===== config.mk =====
export PLATFORM = sky130hd
export DESIGN_NAME = mm_sequencer
export DESIGN_NICKNAME = d
export VERILOG_FILES = /design/src/rtl/mm_ctrl_pkg.sv /design/src/rtl/mm_stream_counter.sv /design/src/rtl/mm_sequencer.sv
export SDC_FILE = /design/constraint.sdc
export NUM_CORES = 1
export LEC_CHECK = 0
export CORE_ASPECT_RATIO = 1.2
export CORE_MARGIN = 2
export CORE_UTILIZATION = 50
export DETAILED_ROUTE_END_ITERATION = 7
export GPL_TIMING_DRIVEN = 0
export PLACE_DENSITY = 0.89
export SLEW_MARGIN = 20
export SYNTH_ARGS = -nofsm -noshare
export SYNTH_HDL_FRONTEND = slang
export SYNTH_SLANG_ARGS = --single-unit
export TNS_END_PERCENT = 100

===== constraint.sdc =====
create_clock -name clk -period 5.45 [get_ports clk]
set_input_delay 1.09 -clock clk [delete_from_list [all_inputs] [get_ports clk]]
set_output_delay 1.09 -clock clk [all_outputs]
set_load 0.01 [all_outputs]

===== src/rtl/mm_ctrl_pkg.sv =====
// rtl/mm_ctrl_pkg.sv - shared opcodes, command field layout and FSM states for mm_sequencer
package mm_ctrl_pkg;
  localparam logic [3:0] OP_NOP    = 4'd0;
  localparam logic [3:0] OP_MATMUL = 4'd1;
  localparam logic [3:0] OP_WRITE  = 4'd2;
  localparam logic [3:0] OP_CFG    = 4'd3;

  localparam int OPC_LSB  = 0;
  localparam int A_LSB    = 4;
  localparam int B_LSB    = 8;
  localparam int C_LSB    = 12;
  // page field bit that selects the W file (1) or the X file (0)
  localparam int FSEL_BIT = 3;

  typedef enum logic [2:0] {
    S_IDLE,
    S_WRITE,
    S_STREAM,
    S_DRAIN,
    S_DONE
  } state_t;

  function automatic logic [3:0] cmd_field(input logic [31:0] op, input int lsb);
    return op[lsb +: 4];
  endfunction
endpackage


===== src/rtl/mm_stream_counter.sv =====
// rtl/mm_stream_counter.sv - nested W-cell / X-row-group counter with last detection
module mm_stream_counter #(
  parameter int IDX_W = 9,
  parameter int XR_W  = 3
) (
  input  logic             clk,
  input  logic             reset,
  input  logic             enable,
  input  logic             start,
  input  logic [IDX_W-1:0] wlen,
  input  logic [XR_W-1:0]  xlen,
  output logic [IDX_W-1:0] w_idx,
  output logic [XR_W-1:0]  x_idx,
  output logic             w_last,
  output logic             tile_end
);
  // start held high parks both indices at 0; low lets them advance every cycle
  assign w_last   = !start && (w_idx == wlen);
  assign tile_end = w_last && (x_idx == xlen);

  always_ff @(posedge clk or posedge reset) begin
    if (reset) begin
      w_idx <= '0;
      x_idx <= '0;
    end else if (enable) begin
      if (start || tile_end) begin
        w_idx <= '0;
        x_idx <= '0;
      end else if (w_last) begin
        w_idx <= '0;
        x_idx <= x_idx + 1'b1;
      end else begin
        w_idx <= w_idx + 1'b1;
      end
    end
  end
endmodule


===== src/rtl/mm_sequencer.sv =====
// rtl/mm_sequencer.sv - command sequencer for page writes, tile streaming and result drain
module mm_sequencer
  import mm_ctrl_pkg::*;
#(
  parameter int TILE     = 8,
  parameter int IDX_W    = 9,
  parameter int XR_W     = 3,
  parameter int PAGE_W   = 2,
  parameter int DRAIN    = 16,
  parameter int DEF_WLEN = 31,
  parameter int DEF_XLEN = 1
) (
  input  logic              clk,
  input  logic              reset,
  input  logic              enable,
  input  logic              cmd_valid,
  output logic              cmd_ready,
  input  logic [31:0]       cmd_op,
  input  logic [31:0]       in_data,
  input  logic              in_valid,
  input  logic [TILE-1:0]   mult_clear_out,
  output logic              w_we,
  output logic [PAGE_W-1:0] w_wpage,
  output logic [PAGE_W-1:0] w_rpage,
  output logic [1:0]        x_we,
  output logic [PAGE_W-1:0] x_wpage,
  output logic [PAGE_W-1:0] x_rpage,
  output logic              stream_en,
  output logic [IDX_W-1:0]  w_idx,
  output logic [XR_W-1:0]   x_idx,
  output logic              w_last,
  output logic [TILE-1:0]   y_valid,
  output logic              busy,
  output logic              done,
  output logic              err
);
  localparam int DC_W = $clog2(DRAIN + 1);

  state_t state, state_n;

  logic [3:0]        opc, fa, fb, fc;
  logic              accept, reject, tile_end, wr_word, bulk, streaming;
  logic              rdy_q, err_q, cfg_done_q;
  logic              lat_sel;
  logic [PAGE_W-1:0] lat_a, lat_b, lat_c;
  logic [IDX_W-1:0]  cfg_wlen, cfg_xlen, run_wlen, wcnt;
  logic [XR_W-1:0]   run_xlen;
  logic [DC_W-1:0]   dcnt;
  logic [TILE-1:0]   clr_q;
  logic              unused_bits;

  assign opc = cmd_field(cmd_op, OPC_LSB);
  assign fa  = cmd_field(cmd_op, A_LSB);
  assign fb  = cmd_field(cmd_op, B_LSB);
  assign fc  = cmd_field(cmd_op, C_LSB);

  // rdy_q keeps cmd_ready low until the first enabled edge after reset
  assign cmd_ready = enable && rdy_q && (state == S_IDLE);
  assign accept    = cmd_valid && cmd_ready;

  always_comb begin
    reject = 1'b0;
    case (opc)
      OP_NOP, OP_WRITE: reject = 1'b0;
      OP_MATMUL: reject = fa[FSEL_BIT] || !fb[FSEL_BIT] || fc[FSEL_BIT] || (fa == fc);
      OP_CFG:    reject = (fa > 4'd1);
      default:   reject = 1'b1;
    endcase
  end

  always_comb begin
    state_n = state;
    case (state)
      S_IDLE: begin
        if (accept && !reject) begin
          if (opc == OP_MATMUL)     state_n = S_STREAM;
          else if (opc == OP_WRITE) state_n = S_WRITE;
        end
      end
      S_WRITE:  if (in_valid && (wcnt == run_wlen)) state_n = S_DONE;
      S_STREAM: if (tile_end) state_n = S_DRAIN;
      S_DRAIN:  if (y_valid[TILE-1] || (dcnt == DC_W'(DRAIN - 1))) state_n = S_DONE;
      S_DONE:   state_n = S_IDLE;
      default:  state_n = S_IDLE;
    endcase
  end

  always_ff @(posedge clk or posedge reset) begin
    if (reset)       state <= S_IDLE;
    else if (enable) state <= state_n;
  end

  always_ff @(posedge clk or posedge reset) begin
    if (reset) begin
      rdy_q      <= 1'b0;
      err_q      <= 1'b0;
      cfg_done_q <= 1'b0;
      clr_q      <= '0;
      lat_sel    <= 1'b0;
      lat_a      <= '0;
      lat_b      <= '0;
      lat_c      <= '0;
      cfg_wlen   <= IDX_W'(DEF_WLEN);
      cfg_xlen   <= IDX_W'(DEF_XLEN);
      run_wlen   <= IDX_W'(DEF_WLEN);
      run_xlen   <= XR_W'(DEF_XLEN);
      wcnt       <= '0;
      dcnt       <= '0;
    end else if (enable) begin
      rdy_q      <= 1'b1;
      err_q      <= accept && reject;
      cfg_done_q <= accept && !reject && (opc == OP_CFG);
      clr_q      <= mult_clear_out;
      if (accept) begin
        lat_sel  <= fa[FSEL_BIT];
        lat_a    <= fa[PAGE_W-1:0];
        lat_b    <= fb[PAGE_W-1:0];
        lat_c    <= fc[PAGE_W-1:0];
        run_wlen <= cfg_wlen;
        run_xlen <= cfg_xlen[XR_W-1:0];
        wcnt     <= '0;
      end
      if (accept && !reject && (opc == OP_CFG)) begin
        if (fa[0]) cfg_xlen <= in_data[IDX_W-1:0];
        else       cfg_wlen <= in_data[IDX_W-1:0];
      end
      if (wr_word) wcnt <= wcnt + 1'b1;
      dcnt <= (state == S_DRAIN) ? dcnt + 1'b1 : '0;
    end
  end

  mm_stream_counter #(
    .IDX_W(IDX_W),
    .XR_W (XR_W)
  ) u_counter (
    .clk     (clk),
    .reset   (reset),
    .enable  (enable),
    .start   (state != S_STREAM),
    .wlen    (run_wlen),
    .xlen    (run_xlen),
    .w_idx   (w_idx),
    .x_idx   (x_idx),
    .w_last  (w_last),
    .tile_end(tile_end)
  );

  assign streaming = (state == S_STREAM);
  assign y_valid   = (streaming || state == S_DRAIN) ? clr_q : '0;
  assign bulk      = |y_valid;
  assign wr_word   = enable && (state == S_WRITE) && in_valid;

  assign stream_en = enable && streaming;
  assign busy      = (state != S_IDLE);
  assign done      = enable && ((state == S_DONE) || cfg_done_q);
  assign err       = enable && err_q;

  assign w_we    = wr_word && lat_sel;
  assign x_we    = {enable && bulk, wr_word && !lat_sel};
  assign w_wpage = ((state == S_WRITE) && lat_sel) ? lat_a : '0;
  assign x_wpage = bulk ? lat_c : (((state == S_WRITE) && !lat_sel) ? lat_a : '0);
  assign w_rpage = streaming ? lat_b : '0;
  assign x_rpage = streaming ? lat_a : '0;

  assign unused_bits = ^{cmd_op[31:16], in_data[31:IDX_W], fb[2], cfg_xlen[IDX_W-1:XR_W]};
endmodule


# --- Word level (Yosys, flattened, before mapping) ---
# Index checks and enable logic that the tools add are counted.
word_totals:
  register_bits: 71
  inputBits: 77
  output_inout_bits: 37
  elab_cells: 105
classes:
  n_addsub: 4
  magnitude_cmp: 1
  n_eq_ne: 18
  mux: 21
  bitwise: 1
  reduce_logical: 43
op_table:
  columns: ["op", "count"]
  rows:
  - ["2-to-1 mux 9 bit", 4]
  - ["2-to-1 mux 3 bit", 8]
  - ["logical AND 1 bit", 19]
  - ["adder 9 x 1 -> 9 bit (second input constant)", 2]
  - ["equality test 9 bit", 2]
  - ["case mux 3 bit (4 select lines)", 1]
  - ["2-to-1 mux 2 bit", 5]
  - ["equality test 4 x 2 -> 1 bit (second input constant)", 2]
  - ["2-to-1 mux 8 bit", 1]
  - ["OR reduction 8 bit", 1]
  - ["logical OR 1 bit", 7]
  - ["equality test 3 x 2 -> 1 bit (second input constant)", 2]
  - ["AND reduction 2 bit", 3]
  - ["AND reduction 3 bit", 2]
  - ["AND reduction 6 bit", 1]
  - ["adder 5 x 1 -> 5 bit (second input constant)", 1]
  - ["equality test 5 x 4 -> 1 bit (second input constant)", 1]
  - ["2-to-1 mux 5 bit", 1]
  - ["equality test 4 x 1 -> 1 bit (second input constant)", 1]
  - ["equality test 4 bit", 1]
  - ["> comparator 4 x 1 -> 1 bit (second input constant)", 1]
  - ["logical NOT 1 bit", 4]
  - ["logical NOT 4 bit", 1]
  - ["inequality test 2 x 1 -> 1 bit (second input constant)", 2]
  - ["other kinds (13)", 15]

# --- Depth between registers and ports, before layout ---
# Gate-level depths: netlist of run 1.
depth:
  word_depth: 9
  mapped_depth: 8
  mapped_depth_nobuf: 8

# --- By module ---
# A second synthesis of run 1 with hierarchy kept.
unflattened:
  cells_unflattened: 377
  hier_area_um2: 3683.5
modules_own_cells:
  columns: ["module", "instances", "cells_each", "area_per_inst_um2", "seq_area_each_um2"]
  rows:
  - ["mm_sequencer", 1, 290, 2877.8, 1491.4]
  - ["mm_stream_counter", 1, 87, 805.8, 300.3]

# --- Worst setup path before layout of run 1 ---
# OpenSTA, ideal clock, no wires.
synth_timing:
  kind: "input to output"
  startpoint: "input port enable"
  endpoint: "output port done"
  arrival_time_ns: 2.181
  required_ns: 4.360
  path_slack_ns: 2.179
  path_stages: 4
  n_path_buf: 3
  path_cell_list: "clkbuf_1 buf_1 clkbuf_1 nor2b_1"
synth_via:
  elab_chain_len: 1
synth_lines:
  columns: ["element", "line", "text"]
  rows:
  - ["from (decl)", "mm_sequencer.sv:15", "input logic enable,"]
  - ["logical AND 1 bit", "mm_sequencer.sv:155", "assign done = enable && ((state == S_DONE) || cfg_done_q);"]
  - ["to (decl)", "mm_sequencer.sv:34", "output logic done,"]
# No other way between the ends.

# --- Worst setup path in the final report of run 1 ---
# Ends and elaborated chain as after synthesis.

==> run metrics, run 1 <==
HPWL Detailed=approximately 6200 um; effective utilization at floorplan=52.02%; height of the die=between 90 and 100 um; switching part of the total power=33.14%; Synth Net Count=407; commonest cells after routing, fill and taps aside=71 x sky130_fd_sc_hd__clkdlybuf4s50_1, 59 x sky130_fd_sc_hd__dfrtp_1, 41 x sky130_fd_sc_hd__mux2_2; area of the multi-input gates=1697 um^2; worst path cell trace=clkbuf_1 > buf_1 > clkbuf_1 > nor2b_1 > clkdlybuf4s50_1; post-synthesis average cell area=11.04 um^2; worst-case vdd ir drop=213.3 uV; Worst EP arrival=roughly 3100 ps; count of buffers inserted at the top-level ports=71; clock sink count=71; floorplan die area=7871 um^2; vias in the first global route=2,921; fillcell total=506; unrepaired setup endpoints after global routing=no; Post-CTS Repair Setup Buffers=0; fin. max-slew vios=0; class of the most critical hold timing path=flip-flop to flip-flop; Min-Delay Path Depth=1; initial antenna violation count=0; share of the clock period used by the worst path after layout=76.25%; deepest level of the CTS H-tree=3; cell type with the highest occurrence count on the critical path=sky130_fd_sc_hd__clkbuf_1; total negative slack for setup checks=0 ps; DRC violation count after routing=0; antenna violation net count after detailed routing=0; actual slew at the worst max-slew pin=698.6 ps; Worst Path Class, Setup=input pin to primary output; total global routing track utilization=23.16%; max-capacitance violation count=0; minimum setup slack among reg-to-reg paths=2780 ps; Wirelength per Cell=roughly 17 um; leakage power=2.089 nW; proportion of synthesized chip area in sequential cells=between 40% and 50%; Worst slew margin=between 50% and 60%; DRC violation total after the first TritonRoute iteration=248; Post-layout nets=between 400 and 500; Clock Latency Late Sink=350 ps; worst path required time=4360 ps; status=complete, no violations; quantity of hold-fixing buffers added after cts=0; maximum number of buffers from clock root to sink=2; Layout Utilization=between 60% and 70%; shortest clock period the worst path allows after layout=4156 ps; area of the core=6895 um^2; RD Place Congestion=0.9026; Worst Hold End=lat_b[1]$_DFFE_PP0P_; total number of placement rows=33; number of diodes=0; Worst Setup End Kind=primary output; clock group share of total power=25.8%; commonest non-fill, non-tap cell in the layout=sky130_fd_sc_hd__clkdlybuf4s50_1; Switching Power=0.5924 mW; origin of the critical flop-to-flop path=state[1]$_DFFE_PP0P_; DP Cell Count=484; count of non-filler cells in the finished layout=500; first-pass GRT wire length=14,100 um; PD cells=383.7 nW/um^2; total design power=approximately 1.8 mW; Post-CTS Resized=0; number of CTS-inserted buffers=9; synthesis warning total=0; fraction of final layout cells sized beyond drive strength 1=19.61%; Top Ports=between 100 and 150; maximum cell stage delay along the critical path=540 ps; share of total power in sequential cells=40.2%; 1st-pass router iterations=4; startpoint kind of the worst setup timing path=input pin; number of hold violations in the final report=0; Die X=between 80 and 90 um; clock slew at the register clock pins of the worst setup and hold paths=80 ps; pin count of the biggest net entering global routing=52; fraction of power consumed by combinational cells=34.0%; area of all sequential standard cells=1792 um^2; critical register-to-register path endpoint=cfg_wlen[5]$_DFFE_PP0P_; worst reg2reg path depth=7; final setup fails=0; worst clock skew=between 7 and 8 ps; Gate Count Post-Synth=between 300 and 400; count of state elements after synthesis=71; Post-Syn Area=3587 um^2; startpoint of the most critical hold path=lat_b[1]$_DFFE_PP0P_; via count=roughly 2,800; synth-to-layout area growth=29.86%; total grt overflow=0; via density per instance=5.686; clock tree from TritonCTS=done; CP max stage cell=sky130_fd_sc_hd__clkdlybuf4s50_1; internal power summed over all cells=1.195 mW; root buffer selected by CTS=sky130_fd_sc_hd__clkbuf_8; Cell variety after synth=43; Fmax=240.6 MHz; total routed wirelength=8476 um; critical path fanouts, max=10
==> layer usage <==
metal  GRT usage (%)  up-vias  routed length (um)
met5               0        -                   0
met4           11.47        0                 209
met3           4.291       24                 606
met2           37.20      104                4149
met1           29.52     1394                3511
li1                -     1321                   -
==> Yosys cell counts <==
master / number / area share, %
sky130_fd_sc_hd__or3b_2: 2 / 0.49
sky130_fd_sc_hd__a21oi_1: 4 / 0.56
sky130_fd_sc_hd__and4b_1: 1 / 0.28
sky130_fd_sc_hd__o21ai_0: 16 / 2.2
sky130_fd_sc_hd__nand4_2: 1 / 0.35
sky130_fd_sc_hd__inv_1: 11 / 1.2
sky130_fd_sc_hd__o22ai_1: 4 / 0.70
sky130_fd_sc_hd__buf_6: 1 / 0.31
sky130_fd_sc_hd__ha_1: 5 / 1.7
sky130_fd_sc_hd__nor3b_1: 2 / 0.42
sky130_fd_sc_hd__nand3_1: 8 / 1.1
sky130_fd_sc_hd__clkbuf_1: 10 / 1.0
sky130_fd_sc_hd__a41oi_1: 1 / 0.24
sky130_fd_sc_hd__xnor2_1: 2 / 0.49
sky130_fd_sc_hd__a31oi_1: 2 / 0.35
sky130_fd_sc_hd__mux2_2: 41 / 13
sky130_fd_sc_hd__a22o_1: 2 / 0.49
sky130_fd_sc_hd__nor4b_1: 1 / 0.24
sky130_fd_sc_hd__o211ai_1: 3 / 0.63
sky130_fd_sc_hd__or4_4: 1 / 0.31
sky130_fd_sc_hd__a32o_1: 2 / 0.56
sky130_fd_sc_hd__nand2b_1: 2 / 0.35
sky130_fd_sc_hd__o2bb2ai_1: 1 / 0.24
sky130_fd_sc_hd__and3_1: 13 / 2.3
sky130_fd_sc_hd__o31ai_1: 6 / 1.3
sky130_fd_sc_hd__xor2_1: 31 / 7.6
sky130_fd_sc_hd__nand4_1: 9 / 1.6
sky130_fd_sc_hd__a2111oi_0: 1 / 0.24
sky130_fd_sc_hd__dfrtp_1: 59 / 41
sky130_fd_sc_hd__and2_1: 10 / 1.7
sky130_fd_sc_hd__mux2i_1: 2 / 0.56
sky130_fd_sc_hd__buf_1: 1 / 0.10
sky130_fd_sc_hd__or2_2: 2 / 0.35
sky130_fd_sc_hd__buf_2: 1 / 0.14
sky130_fd_sc_hd__dfstp_2: 12 / 8.8
sky130_fd_sc_hd__a311oi_2: 1 / 0.42
sky130_fd_sc_hd__nor4_1: 6 / 1.0
sky130_fd_sc_hd__a21boi_0: 1 / 0.21
sky130_fd_sc_hd__nand2_1: 21 / 2.2
sky130_fd_sc_hd__nor3_2: 1 / 0.28
sky130_fd_sc_hd__nor2b_1: 2 / 0.35
sky130_fd_sc_hd__nor3_1: 5 / 0.70
sky130_fd_sc_hd__nor2_1: 18 / 1.9
==> metrics by stage <==
step                hold WS, ps  instance area [um^2]  setup slack (ps)
detailed placement        489.2                  4437              1306
CTS                       505.6                  4658              1290
floorplan                 449.1                  3587              2179
global placement          479.6                  4407              1367
finish                    506.9                  4658              1294
global route              518.7                  4658              1079
==> power groups by stage <==
stage               sequential [mW]  combinational, mW  clock [mW]
floorplan                     0.699              0.370           0
global placement              0.721              0.579           0
detailed placement            0.726              0.601           0
CTS                           0.716              0.607       0.466
global route                  0.732              0.667       0.487
finish                        0.718              0.608       0.461
==> state kept, by name (all words and copies together), names as in the netlist, 2 cells and up <==
register         flops
cfg_wlen             9
cfg_xlen             3
clr_q                8
dcnt                 5
lat_a                2
lat_b                2
lat_c                2
run_wlen             9
run_xlen             3
state                3
u_counter.w_idx      9
u_counter.x_idx      3
wcnt                 9
==> kinds of logic (layout without fill, tap and decap cells) <==
family,Yosys count,in the layout,synth area share (%)
mux,43,43,13.43
flops,71,71,49.95
xor+xnor,33,33,8.057
buf+inv,24,112,2.755
fa+ha+maj,5,5,1.744
simple gates,105,105,15.94
compound gates,44,44,8.127
==> final cells by class <==
| type | count | share of cell area [%] |
|---|---|---|
| Sequential cell | 71 | 38.46 |
| Multi-Input combinational cell | 230 | 36.42 |
| Timing Repair Buffer | 72 | 15.85 |
| Clock buffer | 9 | 2.659 |
| Tap cell | 87 | 2.337 |
| Clock inverter | 7 | 2.095 |
| Buffer | 13 | 1.236 |
| Inverter | 11 | 0.9401 |
==> critical path: cells and delay by family <==
kind                   cells  cell delay (ps)
and+or+nand+nor            1              190
buffers and inverters      4             1780
==> worst max-delay path by stage <==
stage               startpoint    to  slack [ps]
floorplan               enable  done        2180
global placement        enable  done        1370
detailed placement      enable  done        1310
CTS                     enable  done        1290
global route            enable   err        1080
finish                  enable  done        1290
No activity file was read; power rests on OpenSTA's default activity.
==> run 2: changes to the inputs <==
- CORE_UTILIZATION: 50 -> 42
- PLACE_DENSITY: 0.89 -> 0.8
- clock period: 5.45 -> 3.33 ns (I/O delays scaled with it)
==> run 2 against run 1 <==
  * Register-to-register slack got worse by 2000 ps
  * Power increased by 57%
  * Sequential power increased by 63%
  * Combinational power up 66%
  * Critical endpoint is now x_wpage[1]
  * Final cell count up 5.4%
  * Largest power group unchanged
  * Setup slack lost 1200 ps
==> run metrics, run 2 (same netlist as run 1, synthesis figures left out) <==
quantity of hold-fixing buffers added after cts=0 (unchanged); Clock Latency Late Sink=360 ps (was 350 ps); unrepaired setup endpoints after global routing=no (unchanged); total negative slack for setup checks=0 ps (unchanged); fraction of final layout cells sized beyond drive strength 1=20.10% (was 19.61%); Fmax=313.4 MHz; critical path fanouts, max=10 (unchanged); area of the core=8198 um^2 (was 6895 um^2); Layout Utilization=56.78% (was 67.56%); floorplan die area=9299 um^2 (was 7871 um^2); Top Ports=114 (unchanged); synth-to-layout area growth=29.75% (was 29.86%); 1st-pass router iterations=4 (unchanged); DRC violation count after routing=0 (unchanged); Post-layout nets=490 (unchanged); worst path required time=2660 ps (was 4360 ps); total design power=2.814 mW (was 1.787 mW); maximum number of buffers from clock root to sink=2 (unchanged); total routed wirelength=8586 um (was 8476 um); root buffer selected by CTS=sky130_fd_sc_hd__clkbuf_8 (unchanged); DRC violation total after the first TritonRoute iteration=127 (was 248); number of hold violations in the final report=0 (unchanged); clock tree from TritonCTS=done (unchanged); fin. max-slew vios=0 (unchanged); first-pass GRT wire length=14,110 um (was 14,100 um); HPWL Detailed=6286 um (was 6192 um); Die X=88.37 um (was 81.32 um); worst-case vdd ir drop=209.2 uV (was 213.3 uV); shortest clock period the worst path allows after layout=3191 ps; max-capacitance violation count=0 (unchanged); PD cells=604.6 nW/um^2 (was 383.7 nW/um^2); worst clock skew=10.93 ps (was 7.281 ps); final setup fails=0 (unchanged); RD Place Congestion=0.8944 (was 0.9026); count of buffers inserted at the top-level ports=71 (unchanged); number of CTS-inserted buffers=9 (unchanged); leakage power=2.084 nW (was 2.089 nW); number of diodes=0 (unchanged); Worst Path Class, Setup=flip-flop to primary output (was input pin to primary output); total number of placement rows=36 (was 33); Worst slew margin=51.67% (was 53.43%); via density per instance=5.446 (was 5.686); Wirelength per Cell=16.29 um (was 16.95 um); via count=2,870 (was 2,843); antenna violation net count after detailed routing=0 (unchanged); actual slew at the worst max-slew pin=724.9 ps (was 698.6 ps); clock sink count=71 (unchanged); startpoint kind of the worst setup timing path=flip-flop (was input pin); slack of the critical path=139.3 ps (was 1294 ps); share of the clock period used by the worst path after layout=95.82%; class of the most critical hold timing path=flip-flop to flip-flop (unchanged); effective utilization at floorplan=43.76% (was 52.02%); initial antenna violation count=0 (unchanged); status=complete, no violations (unchanged); clock slew at the register clock pins of the worst setup and hold paths=80 ps (about the same); commonest cells after routing, fill and taps aside=71 x sky130_fd_sc_hd__clkdlybuf4s50_1, 59 x sky130_fd_sc_hd__dfrtp_1, 41 x sky130_fd_sc_hd__mux2_2 (unchanged); height of the die=105.2 um (was 96.79 um); Worst Setup End Kind=primary output (unchanged); vias in the first global route=2,866 (was 2,921); worst-case setup slack after placement=-40.09 ps (was 1306 ps); pin count of the biggest net entering global routing=52 (unchanged); total global routing track utilization=19.63% (was 23.16%); deepest level of the CTS H-tree=3 (unchanged); commonest non-fill, non-tap cell in the layout=sky130_fd_sc_hd__clkdlybuf4s50_1 (unchanged); total grt overflow=0 (unchanged); Worst EP arrival=2520 ps (was 3070 ps)
==> run 2: changes by cell type in the layout (fill, tap and decap cells not counted), sizes merged <==
cell,delta
bufinv,-2
inv,+1
clkinv,+1
clkinvlp,-1
clkbuf,+1
==> run 2: per-stage QoR <==
| step | hold slack (ps) | area, um^2 | std cells |
|---|---|---|---|
| after global routing | 523.4 | 4654 | 527 |
| final | 501.4 | 4654 | 527 |
| after detailed placement | 484.4 | 4471 | 511 |
| after global placement | 468.4 | 4441 | 510 |
| after floorplan | 449.1 | 3587 | 325 |
| after CTS | 501.3 | 4654 | 527 |
==> run 2: what timing repair did <==
item,CTS,global route
gates resized for setup,2,1
setup endpoints to repair,5,3
cloned,0,0
pin swaps,0,0
hold endpoints to repair,0,0
setup buffers,0,0
==> run 2: worst paths after layout <==
kind / depth (start not counted) / endpoint / slack, ps / startpoint
max: 6 / x_wpage[1] / 140 / state[1]$_DFFE_PP0P_
min: 1 / lat_b[1]$_DFFE_PP0P_ / 500 / lat_b[1]$_DFFE_PP0P_
max reg2reg: 7 / cfg_wlen[7]$_DFFE_PP0P_ / 740 / state[1]$_DFFE_PP0P_
min reg2reg: 1 / lat_b[1]$_DFFE_PP0P_ / 500 / lat_b[1]$_DFFE_PP0P_
max in group asynchronous: 3 / run_wlen[0]$_DFFE_PP1P_ / 2130 / reset
min in group asynchronous: 2 / lat_a[1]$_DFFE_PP0P_ / 610 / reset
==> run 2: final cells by class <==
cell class	instances	area, um^2
Buffer	13	60.06
Clock buffer	10	137.6
Clock inverter	6	43.79
Fill cell	704	3543
Inverter	11	43.79
Multi-Input combinational cell	230	1697
Sequential cell	71	1792
Tap cell	114	142.6
Timing Repair Buffer	72	738.2
==> run 2: metal layers <==
layer	global-route usage, %	vias to the layer above	routed length (um)
li1	-	1333	-
met1	24.55	1408	3441
met4	8.874	0	247
met5	0	-	0
met3	4.699	23	595
met2	31.74	106	4302
==> run 2: critical path, cell delays in order, from the launching register on <==
cell                              delay [ps]
sky130_fd_sc_hd__dfrtp_1                 320
sky130_fd_sc_hd__clkbuf_1                330
sky130_fd_sc_hd__nor2b_1                 190
sky130_fd_sc_hd__clkbuf_2                260
sky130_fd_sc_hd__a21boi_1                320
sky130_fd_sc_hd__a22o_1                  200
sky130_fd_sc_hd__clkdlybuf4s50_1         550
==> run 2: report_power, final <==
group	leakage [nW]	total (mW)	switching, mW	internal, mW
Sequential	0.902	1.17	0.144	1.03
Clock	0.0926	0.636	0.343	0.293
Combinational	1.09	1.01	0.498	0.507
Total	2.08	2.81	0.986	1.83
==> run 3: changes to the inputs <==
- SLEW_MARGIN: 20 -> unset
==> run 3 against run 2 <==
  * Critical endpoint is now x_we[1]
  * Setup slack lost 3.8 ps
  * Core utilization shrank 0.29 points
  * Combinational power is essentially flat
  * Largest power group unchanged
  * Non-clock buffer count is 1 lower
==> run metrics, run 3 (same netlist as run 1, synthesis figures left out) <==
Post-layout nets=489 (was 490); via density per instance=5.401 (was 5.446); Worst slew margin=41.25% (was 51.67%); maximum number of buffers from clock root to sink=2 (unchanged); shortest clock period the worst path allows after layout=3194 ps (was 3191 ps); leakage power=2.067 nW (was 2.084 nW); cell type with the highest occurrence count on the critical path=sky130_fd_sc_hd__clkbuf_1; 1st-pass router iterations=4 (unchanged); clock sink count=71 (unchanged); worst path required time=2660 ps (about the same); class of the most critical hold timing path=flip-flop to flip-flop (unchanged); worst-case vdd ir drop=255.4 uV (was 209.2 uV); commonest cells after routing, fill and taps aside=71 x sky130_fd_sc_hd__clkdlybuf4s50_1, 59 x sky130_fd_sc_hd__dfrtp_1, 41 x sky130_fd_sc_hd__mux2_2 (unchanged); Worst EP arrival=2530 ps (was 2520 ps); pin count of the biggest net entering global routing=72 (was 52); height of the die=105.2 um (unchanged); total grt overflow=0 (unchanged); root buffer selected by CTS=sky130_fd_sc_hd__clkbuf_8 (unchanged); antenna violation net count after detailed routing=0 (unchanged); Top Ports=114 (unchanged); clock slew at the register clock pins of the worst setup and hold paths=90 ps (was 80 ps); count of non-filler cells in the finished layout=526 (was 527); initial antenna violation count=0 (unchanged); Wirelength per Cell=16.37 um (was 16.29 um); area of the multi-input gates=1697 um^2 (unchanged); floorplan die area=9299 um^2 (unchanged); total number of placement rows=36 (unchanged); fin. max-slew vios=0 (unchanged); fillcell total=718 (was 704); DRC violation count after routing=0 (unchanged); fraction of final layout cells sized beyond drive strength 1=19.90% (was 20.10%); Worst Path Class, Setup=input pin to primary output (was flip-flop to primary output); worst clock skew=15.56 ps (was 10.93 ps); via count=2,841 (was 2,870); area of all sequential standard cells=1792 um^2 (unchanged); worst path cell trace=clkbuf_1 > buf_2 > clkbuf_1 > and2_1 > clkdlybuf4s50_1 (was clkbuf_1 > nor2b_1 > clkbuf_2 > a21boi_1 > a22o_1 > clkdlybuf4s50_1); actual slew at the worst max-slew pin=881.2 ps (was 724.9 ps); minimum setup slack among reg-to-reg paths=790 ps (was 740 ps); total design power=2.846 mW (was 2.814 mW); total negative slack for setup checks=0 ps (unchanged); Fmax=313.0 MHz (was 313.4 MHz); quantity of hold-fixing buffers added after cts=0 (unchanged); total routed wirelength=8609 um (was 8586 um); deepest level of the CTS H-tree=3 (unchanged); Worst Setup End Kind=primary output (unchanged); Die X=88.37 um (unchanged); number of CTS-inserted buffers=9 (unchanged); status=complete, no violations (unchanged); startpoint kind of the worst setup timing path=input pin (was flip-flop); area of the core=8198 um^2 (unchanged); commonest non-fill, non-tap cell in the layout=sky130_fd_sc_hd__clkdlybuf4s50_1 (unchanged); unrepaired setup endpoints after global routing=no (unchanged); synth-to-layout area growth=29.09% (was 29.75%); RD Place Congestion=0.8944 (unchanged); maximum cell stage delay along the critical path=530 ps (was 550 ps); total global routing track utilization=19.23% (was 19.63%); number of hold violations in the final report=0 (unchanged); count of buffers inserted at the top-level ports=71 (unchanged); first-pass GRT wire length=13,790 um (was 14,110 um); effective utilization at floorplan=43.76% (unchanged); area of all placed cells without fillers=4631 um^2 (was 4654 um^2); Crit path max-delay family=buffers and inverters (unchanged); share of the clock period used by the worst path after layout=95.93% (was 95.82%); Layout Utilization=56.49% (was 56.78%); number of diodes=0 (unchanged); DP Cell Count=510 (was 511); Post-CTS Repair Setup Buffers=0 (unchanged); clock tree from TritonCTS=done (unchanged); PD cells=614.5 nW/um^2 (was 604.6 nW/um^2); max-capacitance violation count=0 (unchanged); vias in the first global route=2,782 (was 2,866); area after detailed placement=4443 um^2 (was 4471 um^2); final setup fails=0 (unchanged); CP max stage cell=sky130_fd_sc_hd__clkdlybuf4s50_1 (unchanged); count of buffering cells on the critical path with inverters included=4 (was 3); HPWL Detailed=6228 um (was 6286 um); critical path fanouts, max=10 (unchanged); Clock Latency Late Sink=370 ps (was 360 ps); DRC violation total after the first TritonRoute iteration=138 (was 127)
run 3: worst reg2reg max path: stages (launching register included):
cell                       delay (ps)
sky130_fd_sc_hd__dfrtp_1          360
sky130_fd_sc_hd__clkbuf_1         200
sky130_fd_sc_hd__nor3_2           240
sky130_fd_sc_hd__nand4_2          370
sky130_fd_sc_hd__a311oi_2         470
sky130_fd_sc_hd__and4b_1          290
sky130_fd_sc_hd__buf_6            170
sky130_fd_sc_hd__mux2_2           340
run 3: what timing repair did:
action                     CTS  global route
pin swaps                    0             0
resized for setup            2             1
gates cloned                 0             0
setup endpoints to repair    5             3
run 3: stage by stage:
step	setup WS (ps)	hold WS, ps
floorplan	887.3	449.1
global placement	-282.7	468.4
detailed placement	-47.81	484.4
CTS	55.33	504.4
global route	4.243	525.6
finish	135.6	503.2
run 3: cell type report:
cell class	count	share of cell area, %
Tap cell	114	3.080
Multi-Input combinational cell	230	36.64
Clock buffer	9	2.675
Clock inverter	7	1.324
Timing Repair Buffer	71	15.35
Inverter	11	0.9457
Buffer	13	1.297
Sequential cell	71	38.69
run 3: routing by layer:
| layer | up-vias | global-route usage (%) | part of all wire [%] |
|---|---|---|---|
| met5 | - | 0 | 0 |
| met1 | 1408 | 25.01 | 43 |
| met2 | 95 | 31.04 | 49 |
| met3 | 18 | 4.072 | 5.1 |
| met4 | 0 | 7.576 | 2.1 |
| li1 | 1320 | - | - |
run 3: report_power, final:
group / total, mW / internal (mW) / switching [mW] / leakage (nW)
Clock: 0.666 / 0.284 / 0.382 / 0.0888
Combinational: 1.01 / 0.503 / 0.502 / 1.08
Sequential: 1.17 / 1.03 / 0.146 / 0.902
Total: 2.85 / 1.82 / 1.03 / 2.07
run 3: final timing paths:
kind	depth (start not counted)	to	start
min	1	lat_b[1]$_DFFE_PP0P_	lat_b[1]$_DFFE_PP0P_
max reg2reg	7	cfg_wlen[7]$_DFFE_PP0P_	state[1]$_DFFE_PP0P_
max in group asynchronous	2	wcnt[0]$_DFFE_PP0P_	reset
min reg2reg	1	lat_b[1]$_DFFE_PP0P_	lat_b[1]$_DFFE_PP0P_
max	5	x_we[1]	enable
min in group asynchronous	2	wcnt[1]$_DFFE_PP0P_	reset
